**src/rtl/isocm_bram_port_ctrl.sv**
```systemverilog
`default_nettype none
// ============================================================================
// Module   : isocm_bram_port_ctrl
// Purpose  : Drives one port of the 64-bit, two-lane ISOCM BRAM from a 32-bit
//            word-oriented request/response master. Single-beat writes and
//            incrementing read bursts of 1-16 words. The one-cycle BRAM read
//            latency is absorbed, and each read word is held until accepted.
// Revision : 1.0 - initial release
// ============================================================================
module isocm_bram_port_ctrl #(
  parameter int C_MEMSIZE     = 'h4000,
  parameter int C_PORT_DWIDTH = 64,
  parameter int C_PORT_AWIDTH = 32,
  parameter int C_NUM_WE      = 2
) (
  input  logic                       BRAM_Clk,
  input  logic                       BRAM_Rst_N,
  // request channel
  input  logic                       Req_Valid,
  output logic                       Req_Ready,
  input  logic                       Req_Write,
  input  logic [0:31]                Req_Addr,
  input  logic [0:3]                 Req_Len,
  input  logic [0:31]                Req_WData,
  // response channel
  output logic                       Rsp_Valid,
  input  logic                       Rsp_Ready,
  output logic [0:31]                Rsp_RData,
  output logic                       Rsp_Last,
  // BRAM port
  output logic                       BRAM_EN,
  output logic [0:C_NUM_WE-1]        BRAM_WEN,
  output logic [0:C_PORT_AWIDTH-1]   BRAM_Addr,
  output logic [0:C_PORT_DWIDTH-1]   BRAM_Dout,
  input  logic [0:C_PORT_DWIDTH-1]   BRAM_Din,
  output logic                       BRAM_Rst
);

  // Word-index bits that take part in the burst increment; everything above
  // them is held, so a burst wraps within the memory size.
  localparam logic [0:29] C_WRAP_MASK = 30'(C_MEMSIZE / 4 - 1);

  typedef enum logic [2:0] {
    IDLE       = 3'd0,
    RD_ISSUE   = 3'd1,
    RD_CAPTURE = 3'd2,
    RD_RESP    = 3'd3,
    WR         = 3'd4,
    WR_RESP    = 3'd5
  } state_e;

  state_e       state_q, state_d;
  logic [0:29]  addr_q, addr_d;      // word address of the current beat
  logic         write_q, write_d;    // current transaction is a write
  logic [0:31]  wdata_q, wdata_d;    // write word, replicated onto both lanes
  logic [0:3]   cnt_q, cnt_d;        // read beats remaining after this one
  logic [0:31]  rdata_q, rdata_d;    // captured read word
  logic         last_q, last_d;      // captured read word is the final beat

  logic         idle;
  logic         bram_en;
  logic [0:1]   bram_wen;
  logic         rsp_valid;
  logic [0:29]  addr_inc;

  // Byte-offset bits inside a word are not meaningful for a word master.
  logic         unused_addr_lsbs;
  assign unused_addr_lsbs = ^Req_Addr[30:31];

  // Next word address of a burst: low index bits count, upper bits hold.
  assign addr_inc = (addr_q & ~C_WRAP_MASK) | ((addr_q + 30'd1) & C_WRAP_MASK);

  // Next-state, datapath next-values and state-decoded strobes.
  always_comb begin
    state_d   = state_q;
    addr_d    = addr_q;
    write_d   = write_q;
    wdata_d   = wdata_q;
    cnt_d     = cnt_q;
    rdata_d   = rdata_q;
    last_d    = last_q;
    idle      = 1'b0;
    bram_en   = 1'b0;
    bram_wen  = 2'b00;
    rsp_valid = 1'b0;

    case (state_q)
      IDLE: begin
        idle = 1'b1;
        if (Req_Valid) begin
          addr_d  = Req_Addr[0:29];
          write_d = Req_Write;
          wdata_d = Req_WData;
          // Writes are always single-beat regardless of the length field.
          cnt_d   = Req_Write ? 4'd0 : Req_Len;
          state_d = Req_Write ? WR : RD_ISSUE;
        end
      end

      RD_ISSUE: begin
        bram_en = 1'b1;
        state_d = RD_CAPTURE;
      end

      RD_CAPTURE: begin
        // BRAM output is valid one cycle after the enable; pick the lane
        // that holds the addressed word.
        rdata_d = addr_q[29] ? BRAM_Din[32:63] : BRAM_Din[0:31];
        last_d  = (cnt_q == 4'd0);
        state_d = RD_RESP;
      end

      RD_RESP: begin
        rsp_valid = 1'b1;
        if (Rsp_Ready) begin
          if (cnt_q == 4'd0) begin
            state_d = IDLE;
          end else begin
            cnt_d   = cnt_q - 4'd1;
            addr_d  = addr_inc;
            state_d = RD_ISSUE;
          end
        end
      end

      WR: begin
        bram_en  = 1'b1;
        bram_wen = addr_q[29] ? 2'b01 : 2'b10;
        state_d  = WR_RESP;
      end

      WR_RESP: begin
        rsp_valid = 1'b1;
        if (Rsp_Ready) begin
          state_d = IDLE;
        end
      end

      default: begin
        state_d = IDLE;
      end
    endcase
  end

  // State and datapath registers; reset aborts any transaction at once.
  always_ff @(posedge BRAM_Clk or negedge BRAM_Rst_N) begin
    if (!BRAM_Rst_N) begin
      state_q <= IDLE;
      addr_q  <= '0;
      write_q <= 1'b0;
      wdata_q <= '0;
      cnt_q   <= '0;
      rdata_q <= '0;
      last_q  <= 1'b0;
    end else begin
      state_q <= state_d;
      addr_q  <= addr_d;
      write_q <= write_d;
      wdata_q <= wdata_d;
      cnt_q   <= cnt_d;
      rdata_q <= rdata_d;
      last_q  <= last_d;
    end
  end

  // Ready is gated by the reset pin so it is low for the whole reset window.
  assign Req_Ready = idle & BRAM_Rst_N;

  // Write acknowledges return zero data and always close the transaction.
  assign Rsp_Valid = rsp_valid;
  assign Rsp_RData = write_q ? 32'd0 : rdata_q;
  assign Rsp_Last  = write_q | last_q;

  // Enables come from the state register only, so reset removes them with
  // no combinational path from the request inputs.
  assign BRAM_EN   = bram_en;
  assign BRAM_WEN  = C_NUM_WE'(bram_wen);
  assign BRAM_Addr = C_PORT_AWIDTH'({addr_q[0:28], 3'b000});
  assign BRAM_Dout = C_PORT_DWIDTH'({wdata_q, wdata_q});
  assign BRAM_Rst  = 1'b0;

endmodule
`default_nettype wire

```
**config.mk**
```make
export PLATFORM = sky130hd
export DESIGN_NAME = isocm_bram_port_ctrl
export DESIGN_NICKNAME = d
export VERILOG_FILES = /design/src/rtl/isocm_bram_port_ctrl.sv
export SDC_FILE = /design/constraint.sdc
export NUM_CORES = 1
export LEC_CHECK = 0
export CAP_MARGIN = 15
export CORE_UTILIZATION = 45
export CTS_BUF_LIST = sky130_fd_sc_hd__clkbuf_2
export DETAILED_ROUTE_END_ITERATION = 16
export PLACE_DENSITY = 0.89
export SETUP_SLACK_MARGIN = 0.05
export SKIP_LAST_GASP = 1
export SLEW_MARGIN = 15
export SYNTH_ARGS = -nofsm -noshare
export SYNTH_HDL_FRONTEND = slang
export SYNTH_SLANG_ARGS = --single-unit
```
**constraint.sdc**
```tcl
create_clock -name BRAM_Clk -period 3.2 [get_ports BRAM_Clk]
set_input_delay 0.64 -clock BRAM_Clk [delete_from_list [all_inputs] [get_ports BRAM_Clk]]
set_output_delay 0.64 -clock BRAM_Clk [all_outputs]
set_load 0.02 [all_outputs]
```
### Word level (Yosys, flattened, before mapping)

Cells that the tools add are included.

* bitwise operators: 3
* equality and inequality tests: 9
* reductions and logical operators: 8
* add/subtract/negate cells: 2
* mux-type cells: 22

Operators by type and width (count)
* 30-bit 2-to-1 mux: 3
* 32-bit 2-to-1 mux: 2
* 30-bit one-hot mux with 2 select lines: 1
* 30-bit by 12-bit bitwise OR with 30-bit output: 1
* 3-bit one-hot mux with 6 select lines: 1
* 4-bit 2-to-1 mux: 4
* 12-bit by 1-bit adder with 12-bit output, second input constant: 1
* 3-bit 2-to-1 mux: 4
* 2-bit inequality test, second input constant: 4
* 4-bit one-hot mux with 2 select lines: 1
* 3-bit by 2-bit equality test with 1-bit output, second input constant: 2
* 3-bit equality test, second input constant: 2
* 4-bit logical NOT: 1
* 1-bit 2-to-1 mux: 4
* 2-bit 2-to-1 mux: 2
* 4-bit AND reduction: 1
* 2-bit OR reduction: 2
* 4-bit by 1-bit subtractor with 4-bit output, second input constant: 1
* 3-bit by 1-bit equality test with 1-bit output, second input constant: 1
* 3-bit logical NOT: 1
* 3-bit AND reduction: 1
* 2-bit AND reduction: 1
* 2-bit nonzero test: 1
* 1-bit AND: 1
* 1-bit bitwise OR: 1

* output and inout bits: 135
* word-level logic and storage cells: 51
* register bits after elaboration: 103
* bits of input ports: 137

### Depth between registers and ports, before layout

Gate-level depths: netlist (run 1).

* depth after elaboration: 5
* depth in mapped cells: 7
* gate-level depth less buffers: 6

### Least setup slack after synthesis (run 1)

OpenSTA, ideal clock, no wires.

* path kind: input -> output
* start point: input BRAM_Rst_N
* end point: output Req_Ready
* slack: 1206 ps
* path buffers: 0
* stages on the path: 1
* required time: 2560 ps
* arrival: 1354 ps
* cell sequence: nor4b_1

* word-level cells in the longest chain between the ends: 1

RTL lines
* start: declaration: line 17 `input logic BRAM_Rst_N,`
* 1-bit AND: line 167 `assign Req_Ready = idle & BRAM_Rst_N;`
* end: declaration: line 20 `output logic Req_Ready,`

No other way between the ends.

### Final worst setup path (run 1)

* start point: register write_q
* end point: output Rsp_Last

* word-level cells in the longest chain between the ends: 1

RTL lines
* start: declaration: line 54 `logic write_q, write_d;`
* start signal: assignment: line 158 `write_q <= write_d;`
* 1-bit bitwise OR: line 172 `assign Rsp_Last = write_q | last_q;`
* end: declaration: line 29 `output logic Rsp_Last,`

No other way between the ends.

==> results.md, run 1 <==
- Outcome: complete, but fails checks
- Failing checks: design-rule violations
- Layout cells sized above 1: 12.1%
- WP data required: 2.56 ns
- Top-Level Pins: 272
- Post-route DRC: 21
- Post-synth EDFFs: 0
- GRT overflow: 0
- XOR/XNOR Fraction of Synth Area: 0.323%
- Clock tree from TritonCTS: built
- Antenna-violating nets left: 0
- Multiplexer area fraction after synthesis: 17.2%
- IO buf count: 265
- Final instance area: 0.00774 sq mm
- Slew Viols, Final: 0
- Fmax: 353 MHz
- Full die area: 0.0125 sq mm
- Register area share after synthesis: 47.6%
- Largest net degree at the start of global routing: 66
- Share of flip-flops with an asynchronous set or reset: 100%
- Clk_lat worst skew: 0.57 ns
- CTS sink cnt: 103
- Clock skew: 0.0404 ns
- Synth Cell Area: 0.00542 sq mm
- Post-layout nets: 835
- Fin crit period: 2.83 ns
- Synth Area in Compound Gates: 9.42%
- Final Non-Filler Cells: 844
- Unrepaired setup endpoints after global routing: no
- Crit-path max FO: 34
- R2R cell count: 5
- Post-synth top flop: dfrtp_1
- Max_slew headroom: 51.0%
- Synth Warn #: 0
- Crit Reg-Reg Endpoint: addr_q[18]$_DFFE_PN0P_
- Total global-route track usage: 23.0%
- Final worst-path cycle share: 88.6%
- Mapped Cells: 506
- Antenna diodes: 0
- Dpl cells: 828
- Initial core utilization: 46.9%
- Clock Tree Buf Depth: 2
- Initial drt markers: 290
- # H-tree levels: 3
- RePlAce Congestion: 0.905
- Placed instance area: 0.00765 sq mm
- HPWL Detailed: 10,600 um
- Worst r2r src: state_q[0]$_DFFE_PN0P_
- Fin util: 66.9%
- Leakage: 3.08 nW
- CP Launch Type: flop
- Max Cap Viol: 0
- Drt pass-1 iters: 13
- Wire per inst: 16.7 um
- #FFs+latches synth: 103
- Slew @ Worst Pin: 0.734 ns
- Final hold vios: 0
- Vias in the first global route: 4,485
- Hold_buf cts: 0
- Hold Crit Class: in -> async
- Drt total wl: 14,100 um
- Routed vias: 4,435
- Setup crit end kind: primary output
- Arr. time, crit path: 2.19 ns
- Initial antenna violation count: 0
- Clk pin slew, worst setup/hold paths: 0.28 ns
- Simple-gate area share of the yosys netlist: 12.0%
- Inserted Clock Buffers: 9
- Area growth syn-to-layout: 42.9%
- First-pass GRT wire length: 22,600 um
- Peak supply drop: 600 uV
- Row count: 39
- Adder-cell share of the synthesized area: 0.462%
- TNS Setup: 0 ns
- Setup violators final: 0
- CP Class: reg -> out
- Avg Inst Size Synth: 10.7 sq um
- Die Y: 112 um
- Power density cells: 1040 mW/mm^2
- Reg2Reg Setup Slack: 1.09 ns
- Via/cell ratio: 5.25
- Die Wd: 112 um
- Largest family of logic cells by synthesized area: multiplexers
- Clock root buffer: clkbuf_2
- Post-synthesis cell type count: 48
- Core area: 0.0116 sq mm
==> worst max-delay path by stage <==
stage | from | to | cells past startpoint
6_report | write_q$_DFFE_PN0P_ | Rsp_Last | 2
5_1_grt | state_q[0]$_DFFE_PN0P_ | Req_Ready | 2
4_1_cts | write_q$_DFFE_PN0P_ | Rsp_Last | 2
3_5_place_dp | Req_Valid | cnt_q[2]$_DFFE_PN0P_ | 6
3_3_place_gp | Req_Valid | addr_q[18]$_DFFE_PN0P_ | 6
2_1_floorplan | BRAM_Rst_N | Req_Ready | 1
==> area by class of cell <==
cell class | instances | area (sq um)
inverter | 7 | 26.3
fill | 889 | 3820
sequential | 103 | 2580
multi-input combinational | 304 | 2160
clock inverter | 6 | 37.5
tap | 143 | 179
timing repair buffer | 271 | 2710
clock buffer | 10 | 50.0
==> timing repair <==
item / CTS / global route
endpoints found under the setup margin: 2 / 0
setup buffers: 0 / 0
gates resized for setup: 1 / 0
endpoints found under the hold margin: 0 / 0
==> synth_stat cells (2+ instances only) <==
library cell / number / area (sq um)
clkbuf_8: 3 / 41.3
ha_1: 2 / 25.0
o31ai_1: 3 / 22.5
nor4_1: 2 / 12.5
buf_4: 72 / 541
buf_2: 12 / 60.1
nand3_1: 6 / 30.0
nor3_1: 5 / 25.0
nor4b_1: 2 / 17.5
mux2_2: 51 / 574
mux2i_1: 36 / 360
nor2b_1: 33 / 206
nand2_1: 6 / 22.5
nand4_1: 5 / 31.3
a21oi_1: 49 / 245
and3_1: 4 / 25.0
dfrtp_1: 103 / 2580
a31oi_1: 6 / 37.5
a2bb2oi_1: 4 / 35.0
nor3b_1: 5 / 37.5
clkbuf_1: 6 / 22.5
o21ai_0: 14 / 70.1
nor2_1: 46 / 173
inv_1: 7 / 26.3
==> cells in the final DEF, fill, tap and decap left out, types with 5 or more instances in the layout <==
| master | instances |
|---|---|
| buf_4 | 6 |
| nor2b_1 | 33 |
| clkbuf_2 | 10 |
| mux2_2 | 51 |
| a31oi_1 | 6 |
| dfrtp_1 | 101 |
| clkdlybuf4s50_1 | 264 |
| nor3_1 | 5 |
| nand4_1 | 5 |
| nor2_1 | 46 |
| inv_1 | 7 |
| a21oi_1 | 49 |
| nand2_1 | 6 |
| o21ai_0 | 14 |
| nand3_1 | 6 |
| mux2i_1 | 36 |
==> registers in the layout, summed over array words and instances, names as in the netlist <==
register  cells
addr_q       30
cnt_q         4
last_q        1
rdata_q      32
state_q       3
wdata_q      32
write_q       1
==> report_power, final <==
group,internal [W],total (W),switching [W],leakage [nW]
Clock,0.000100,0.000523,0.000423,0.0537
Combinational,0.00248,0.00501,0.00253,1.83
Sequential,0.00193,0.00249,0.000559,1.20
==> critical path, stage by stage, from the launching register on <==
cell             delay (ns)
dfrtp_2                0.82
or2_2                  0.21
clkdlybuf4s50_1        0.62
==> per-stage QoR <==
| stage | total power, W | hold WS, ns | worst slack, ns |
|---|---|---|---|
| 6_report | 0.00803 | 0.150 | 0.366 |
| 5_1_grt | 0.00851 | 0.148 | 0.190 |
| 4_1_cts | 0.00807 | 0.140 | 0.302 |
| 3_5_place_dp | 0.00754 | 0.496 | 0.546 |
| 3_3_place_gp | 0.00735 | 0.490 | 0.670 |
| 2_1_floorplan | 0.00576 | 0.344 | 1.21 |
==> layer usage <==
metal / vias up / wire (um) / global-route usage [%]
li1: 2053 / - / -
met5: - / 0 / 0
met2: 231 / 7390 / 42.2
met1: 2127 / 5170 / 25.6
met4: 0 / 289 / 8.29
met3: 24 / 1240 / 5.66
==> kinds of logic after synthesis <==
family,Yosys count
simple gates,122
flops,103
buf+inv,102
compound gates,87
mux,87
fa+ha+maj,2
xor+xnor,2
other cells,1
Note: power is estimated with default switching activity, not from simulation.
==> run 2: changes to the inputs <==
==> constraint.sdc (replaced) <==
create_clock -name BRAM_Clk -period 3.2 [get_ports BRAM_Clk]
set_input_delay 0.32 -clock BRAM_Clk [delete_from_list [all_inputs] [get_ports BRAM_Clk]]
set_output_delay 0.32 -clock BRAM_Clk [all_outputs]
set_load 0.02 [all_outputs]
==> run 2 against run 1 <==
Against the previous run: the run still ends with design-rule violations left; utilization is essentially flat; clock skew decreased by 0.021 ns; sequential share of layout area is essentially flat; clock-buffer cell count stayed put; routed wire length fell by 0.43%; final cell count grew 0.12%; fmax is 0.66% higher; clock power decreased by 2%; critical endpoint unchanged; die area stayed put; critical path depth unchanged; global-route usage decreased by 0.32 points; total power is 0.37% lower.
==> results.md, run 2 (same netlist as run 1, synthesis figures left out) <==
- IO buf count: 265 (unchanged)
- Arr. time, crit path: 2.50 ns (+0.31 ns)
- Failing checks: design-rule violations
- Full die area: 0.0125 sq mm (unchanged)
- Critical path launch point: write_q$_DFFE_PN0P_
- Fmax: 355 MHz (+0.66%)
- RePlAce Congestion: 0.879 (-2.9%)
- Wire per inst: 16.6 um (-0.55%)
- Via/cell ratio: 5.25 (-0.12%)
- Crit-path max FO: 34 (unchanged)
- Commonest non-fill, non-tap cell in the layout: clkdlybuf4s50_1
- Largest net degree at the start of global routing: 66 (unchanged)
- CP Class: reg -> out
- Slew Viols, Final: 0 (unchanged)
- Regs by FF count: rdata_q x32, wdata_q x32, addr_q x30
- Max Cap Viol: 0 (unchanged)
- Clock Tree Buf Depth: 2 (unchanged)
- Initial drt markers: 292 (+0.69%)
- Drt pass-1 iters: 12 (-1)
- Top-Level Pins: 272 (unchanged)
- Antenna diodes: 0 (unchanged)
- Layout cells sized above 1: 11.4% (-0.73 points)
- First-pass GRT wire length: 22,200 um (-1.6%)
- Clock skew: 0.0196 ns (-0.0208 ns)
- Outcome: complete, but fails checks
- Most frequent cells in the layout: clkdlybuf4s50_1 (264), dfrtp_1 (102), mux2_2 (51)
- Unrepaired setup endpoints after global routing: no
- Peak supply drop: 587 uV (-2.2%)
- HPWL Detailed: 10,500 um (-1.5%)
- Reg2Reg Setup Slack: 1.05 ns (-0.04 ns)
- Drt total wl: 14,000 um (-0.43%)
- Vias in the first global route: 4,442 (-0.96%)
- Post-route DRC: 21 (unchanged)
- Routed vias: 4,435 (unchanged)
- Core area: 0.0116 sq mm (unchanged)
- Worst r2r src: state_q[0]$_DFFE_PN0P_
- Hold Crit Class: in -> reg
- WP data required: 2.88 ns (+0.32 ns)
- Setup crit end kind: primary output
- CP max stage cell: dfrtp_1
- Clk_lat worst skew: 0.55 ns (-0.02 ns)
- Final worst-path cycle share: 88.0% (-0.58 points)
- Fin crit period: 2.82 ns (-0.0187 ns)
- Area growth syn-to-layout: 42.9% (about the same)
- CP endpoint: Rsp_Last
- Clock root buffer: clkbuf_2
- Slew @ Worst Pin: 1.05 ns (+0.314 ns)
- Setup violators final: 0 (unchanged)
- Row count: 39 (unchanged)
- Clk pin slew, worst setup/hold paths: 0.26 ns (-0.02 ns)
- Leakage: 3.09 nW (+0.11%)
- Clock tree from TritonCTS: built
- Hold slack: 0.350 ns (+0.200 ns)
- Power, Total: 0.00800 W (-0.37%)
- Total global-route track usage: 22.6% (-0.32 points)
- TNS Setup: 0 ns (unchanged)
- Die Wd: 112 um (unchanged)
- # H-tree levels: 3 (unchanged)
- Max_slew headroom: 30.1% (-21 points)
- Final hold vios: 0 (unchanged)
- CP Cell Sequence: or2_2 -> clkdlybuf4s50_1
- R2R cell count: 5 (unchanged)
- Post-layout nets: 836 (+0.12%)
- CP Launch Type: flop
- Die Y: 112 um (unchanged)
- Initial antenna violation count: 0 (unchanged)
- Antenna-violating nets left: 0 (unchanged)
- CTS sink cnt: 103 (unchanged)
- Max stage delay on crit path: 1.09 ns (+0.27 ns)
- Crit Reg-Reg Endpoint: cnt_q[0]$_DFFE_PN0P_
- Postcts setup bufs: 0 (unchanged)
- Inserted Clock Buffers: 9 (unchanged)
- Initial core utilization: 46.9% (unchanged)
- Power density cells: 1030 mW/mm^2 (-0.35%)
- GRT overflow: 0 (unchanged)
## run 2: worst max-delay path: cells and delay by family (launching register included)
family	cells	cell delay [ns]
buffers and inverters	1	0.62
flip-flops	1	1.09
AND/OR/NAND/NOR	1	0.25
## run 2: final cells by class
cell class,instances,area (sq um)
fillers,873,3820
clock inverters,6,27.5
multi-input cells,304,2160
repair buffers,272,2720
inverters,7,26.3
flip-flops and latches,103,2580
well taps,143,179
clock buffers,10,50.0
## run 2: how the worst min path moves through the flow
stage                       start                       to  slack, ns  cells past startpoint
finish              Req_WData[15]  wdata_q[15]$_DFFE_PN0P_       0.35                      2
global route        Req_WData[17]  wdata_q[17]$_DFFE_PN0P_       0.26                      2
CTS                  BRAM_Din[24]  rdata_q[24]$_DFFE_PN0P_       0.29                      3
detailed placement     BRAM_Rst_N   wdata_q[7]$_DFFE_PN0P_       0.49                      2
global placement       BRAM_Rst_N   wdata_q[4]$_DFFE_PN0P_       0.48                      2
floorplan              BRAM_Rst_N    addr_q[0]$_DFFE_PN0P_       0.02                      0
## run 2: metal layers
layer | GRT usage, % | wire (um) | vias up
li1 | - | - | 2069
met3 | 6.10 | 1300 | 28
met1 | 26.3 | 5260 | 2100
met2 | 39.7 | 7120 | 238
met4 | 8.83 | 340 | 0
met5 | 0 | 0 | -
## run 2: stage by stage
step	cells	util [%]	area (sq um)	setup WS [ns]
5_1_grt	845	66.9	7740	0.176
3_3_place_gp	828	66.2	7650	0.989
3_5_place_dp	828	66.2	7650	0.906
6_report	845	66.9	7740	0.385
2_1_floorplan	509	-	5430	1.44
4_1_cts	845	66.9	7740	0.320
## run 2: what timing repair did
action,CTS,global route
setup endpoints to repair,0,0
endpoints found under the hold margin,46,0
gates resized for setup,0,0
hold buffers,1,0
## run 2: power breakdown
| part | switching, W | internal (W) | leakage, nW |
|---|---|---|---|
| registers | 0.000551 | 0.00193 | 1.20 |
| clock network | 0.000417 | 0.0000941 | 0.0519 |
| logic | 0.00252 | 0.00248 | 1.84 |
==> run 3: changes to the inputs <==
--- a/config.mk
+++ b/config.mk
@@ -6,6 +6,7 @@
 export NUM_CORES = 1
 export LEC_CHECK = 0
 export CAP_MARGIN = 15
+export CORE_ASPECT_RATIO = 0.6
 export CORE_UTILIZATION = 45
 export CTS_BUF_LIST = sky130_fd_sc_hd__clkbuf_2
 export DETAILED_ROUTE_END_ITERATION = 16
==> run 3 against run 2 <==
Against the previous run: largest power group unchanged; critical path depth up 1; via count down 1.2%; setup slack better by 0.24 ns; fmax increased by 9.3%; the flow now finishes without violations; total power rose by 0.92%; routed wire length increased by 7.0%; final cell count grew 2.1%; combinational power increased by 2%; hold slack improved by 0.0067 ns; non-clock buffer count increased by 3; sequential cell count stayed put.
==> results.md, run 3 (same netlist as run 1, synthesis figures left out) <==
- CP Class: reg -> out
- Leakage: 3.09 nW (+0.17%)
- Final Non-Filler Cells: 863 (+2.1%)
- Arr. time, crit path: 2.26 ns (-0.24 ns)
- Initial core utilization: 47.0% (+0.17 points)
- Net Sw Frac: 44.1% (+0.46 points)
- R2R cell count: 6 (+1)
- Dpl ws: 1.02 ns (+0.115 ns)
- Core area: 0.0115 sq mm (-0.36%)
- Max Cap Viol: 0 (unchanged)
- CTS sink cnt: 103 (unchanged)
- Clock Tree Buf Depth: 2 (unchanged)
- Slew @ Worst Pin: 0.804 ns (-0.245 ns)
- Reg2Reg Setup Slack: 0.97 ns (-0.08 ns)
- Outcome: completed
- Inserted Clock Buffers: 9 (unchanged)
- Peak supply drop: 790 uV (+35%)
- WP data required: 2.88 ns (about the same)
- Combinational power share: 63.0% (+0.4 points)
- Dpl cells: 848 (+2.4%)
- Drt pass-1 iters: 5 (-7)
- Wire per inst: 17.4 um (+4.7%)
- Antenna diodes: 0 (unchanged)
- First-pass GRT wire length: 22,100 um (-0.31%)
- # H-tree levels: 3 (unchanged)
- Most frequent cells in the layout: clkdlybuf4s50_1 (264), dfrtp_1 (102), mux2_2 (51)
- Via/cell ratio: 5.08 (-3.3%)
- GRT overflow: 0 (unchanged)
- Clock skew: 0.0153 ns (-0.00434 ns)
- Largest net degree at the start of global routing: 63 (-4.5%)
- Postcts setup bufs: 0 (unchanged)
- Drt total wl: 15,000 um (+7.0%)
- Final worst-path cycle share: 80.5% (-7.5 points)
- Power density cells: 1040 mW/mm^2 (+0.58%)
- Max_slew headroom: 46.4% (+16 points)
- Net switching power: 0.00356 W (+2.0%)
- Clk_lat worst skew: 0.55 ns (about the same)
- Clock share of power: 6.2% (-0.2 points)
- Post-route DRC: 0 (-100%)
- Full die area: 0.0125 sq mm (+0.12%)
- Unrepaired setup endpoints after global routing: no
- Pint: 0.00451 W (about the same)
- Crit Reg-Reg Endpoint: addr_q[19]$_DFFE_PN0P_
- CP Launch Type: flop
- Row count: 30 (-23%)
- Fin util: 67.4% (+0.47 points)
- Sequential share of power: 30.9% (-0.2 points)
- Hold worst-path end: wdata_q[4]$_DFFE_PN0P_
- Layout cells sized above 1: 11.8% (+0.41 points)
- Post-layout nets: 839 (+0.36%)
- Routed vias: 4,381 (-1.2%)
- Min-delay src: Req_WData[4]
- Fin crit period: 2.58 ns (-0.239 ns)
- Commonest non-fill, non-tap cell in the layout: clkdlybuf4s50_1
- Hold path depth: 2 (unchanged)
- Slew Viols, Final: 0 (unchanged)
- Initial drt markers: 187 (-36%)
- Final hold vios: 0 (unchanged)
- Area growth syn-to-layout: 43.3%
- RePlAce Congestion: 0.828 (-5.8%)
- HPWL Detailed: 11,300 um (+7.7%)
- Initial antenna violation count: 0 (unchanged)
- Hold Crit Class: in -> reg
- Die Y: 87 um (-22%)
- Crit-path max FO: 20 (-41%)
- Setup violators final: 0 (unchanged)
- Fmax: 388 MHz (+9.3%)
- TNS Setup: 0 ns (unchanged)
- IO buf count: 265 (unchanged)
- Clock root buffer: clkbuf_2
- Antenna-violating nets left: 0 (unchanged)
- Setup WS post-layout: 0.624 ns (+0.239 ns)
- Worst r2r src: addr_q[29]$_DFFE_PN0P_
- Total global-route track usage: 23.3% (+0.68 points)
- Vias in the first global route: 4,393 (-1.1%)
- Clk pin slew, worst setup/hold paths: 0.26 ns (about the same)
- Power, Total: 0.00807 W (+0.92%)
- Clock tree from TritonCTS: built
- Top-Level Pins: 272 (unchanged)
- Regs by FF count: rdata_q x32, wdata_q x32, addr_q x30
- Die Wd: 144 um (+29%)
- Setup crit end kind: primary output
[run 3: metrics by stage]
stage          cell area [sq um]  hold slack (ns)
2_1_floorplan               5430           0.0244
3_3_place_gp                7680            0.444
3_5_place_dp                7680            0.440
4_1_cts                     7770            0.292
5_1_grt                     7770            0.282
6_report                    7770            0.356
[run 3: worst max-delay path by stage]
stage | from | to
finish | write_q$_DFFE_PN0P_ | Rsp_RData[17]
global route | write_q$_DFFE_PN0P_ | Rsp_RData[3]
CTS | write_q$_DFFE_PN0P_ | Rsp_RData[17]
detailed placement | addr_q[29]$_DFFE_PN0P_ | addr_q[19]$_DFFE_PN0P_
global placement | Req_Valid | cnt_q[2]$_DFFE_PN0P_
floorplan | cnt_q[3]$_DFFE_PN0P_ | addr_q[20]$_DFFE_PN0P_
[run 3: layout make-up]
cell class,instances,area [sq um]
Sequential cell,103,2580
Tap cell,160,200
Fill cell,919,3760
Inverter,7,26.3
Timing Repair Buffer,275,2730
Multi-Input combinational cell,304,2160
Clock inverter,5,27.5
Clock buffer,9,45.0
[run 3: critical path, stage by stage, from the launching register on]
cell	delay, ns
dfrtp_1	0.61
buf_4	0.30
nor2b_1	0.17
clkdlybuf4s50_1	0.63
[run 3: power groups by stage]
stage,Combinational (W),Sequential (W),Clock (W)
2_1_floorplan,0.00321,0.00255,0
3_3_place_gp,0.00495,0.00246,0
3_5_place_dp,0.00509,0.00251,0
4_1_cts,0.00511,0.00249,0.000519
5_1_grt,0.00539,0.00258,0.000567
6_report,0.00508,0.00249,0.000497
[run 3: metal layers]
metal / vias up / track usage, % / wire (um)
met1: 2104 / 27.6 / 5960
li1: 2061 / - / -
met5: - / 0 / 0
met2: 200 / 42.0 / 7620
met4: 0 / 4.84 / 85
met3: 16 / 7.20 / 1340
[run 3: timing repair]
action	in CTS	in global routing
hold endpoints to repair	41	0
setup endpoints to repair	0	0
hold buffers	1	0
gates resized for setup	0	0
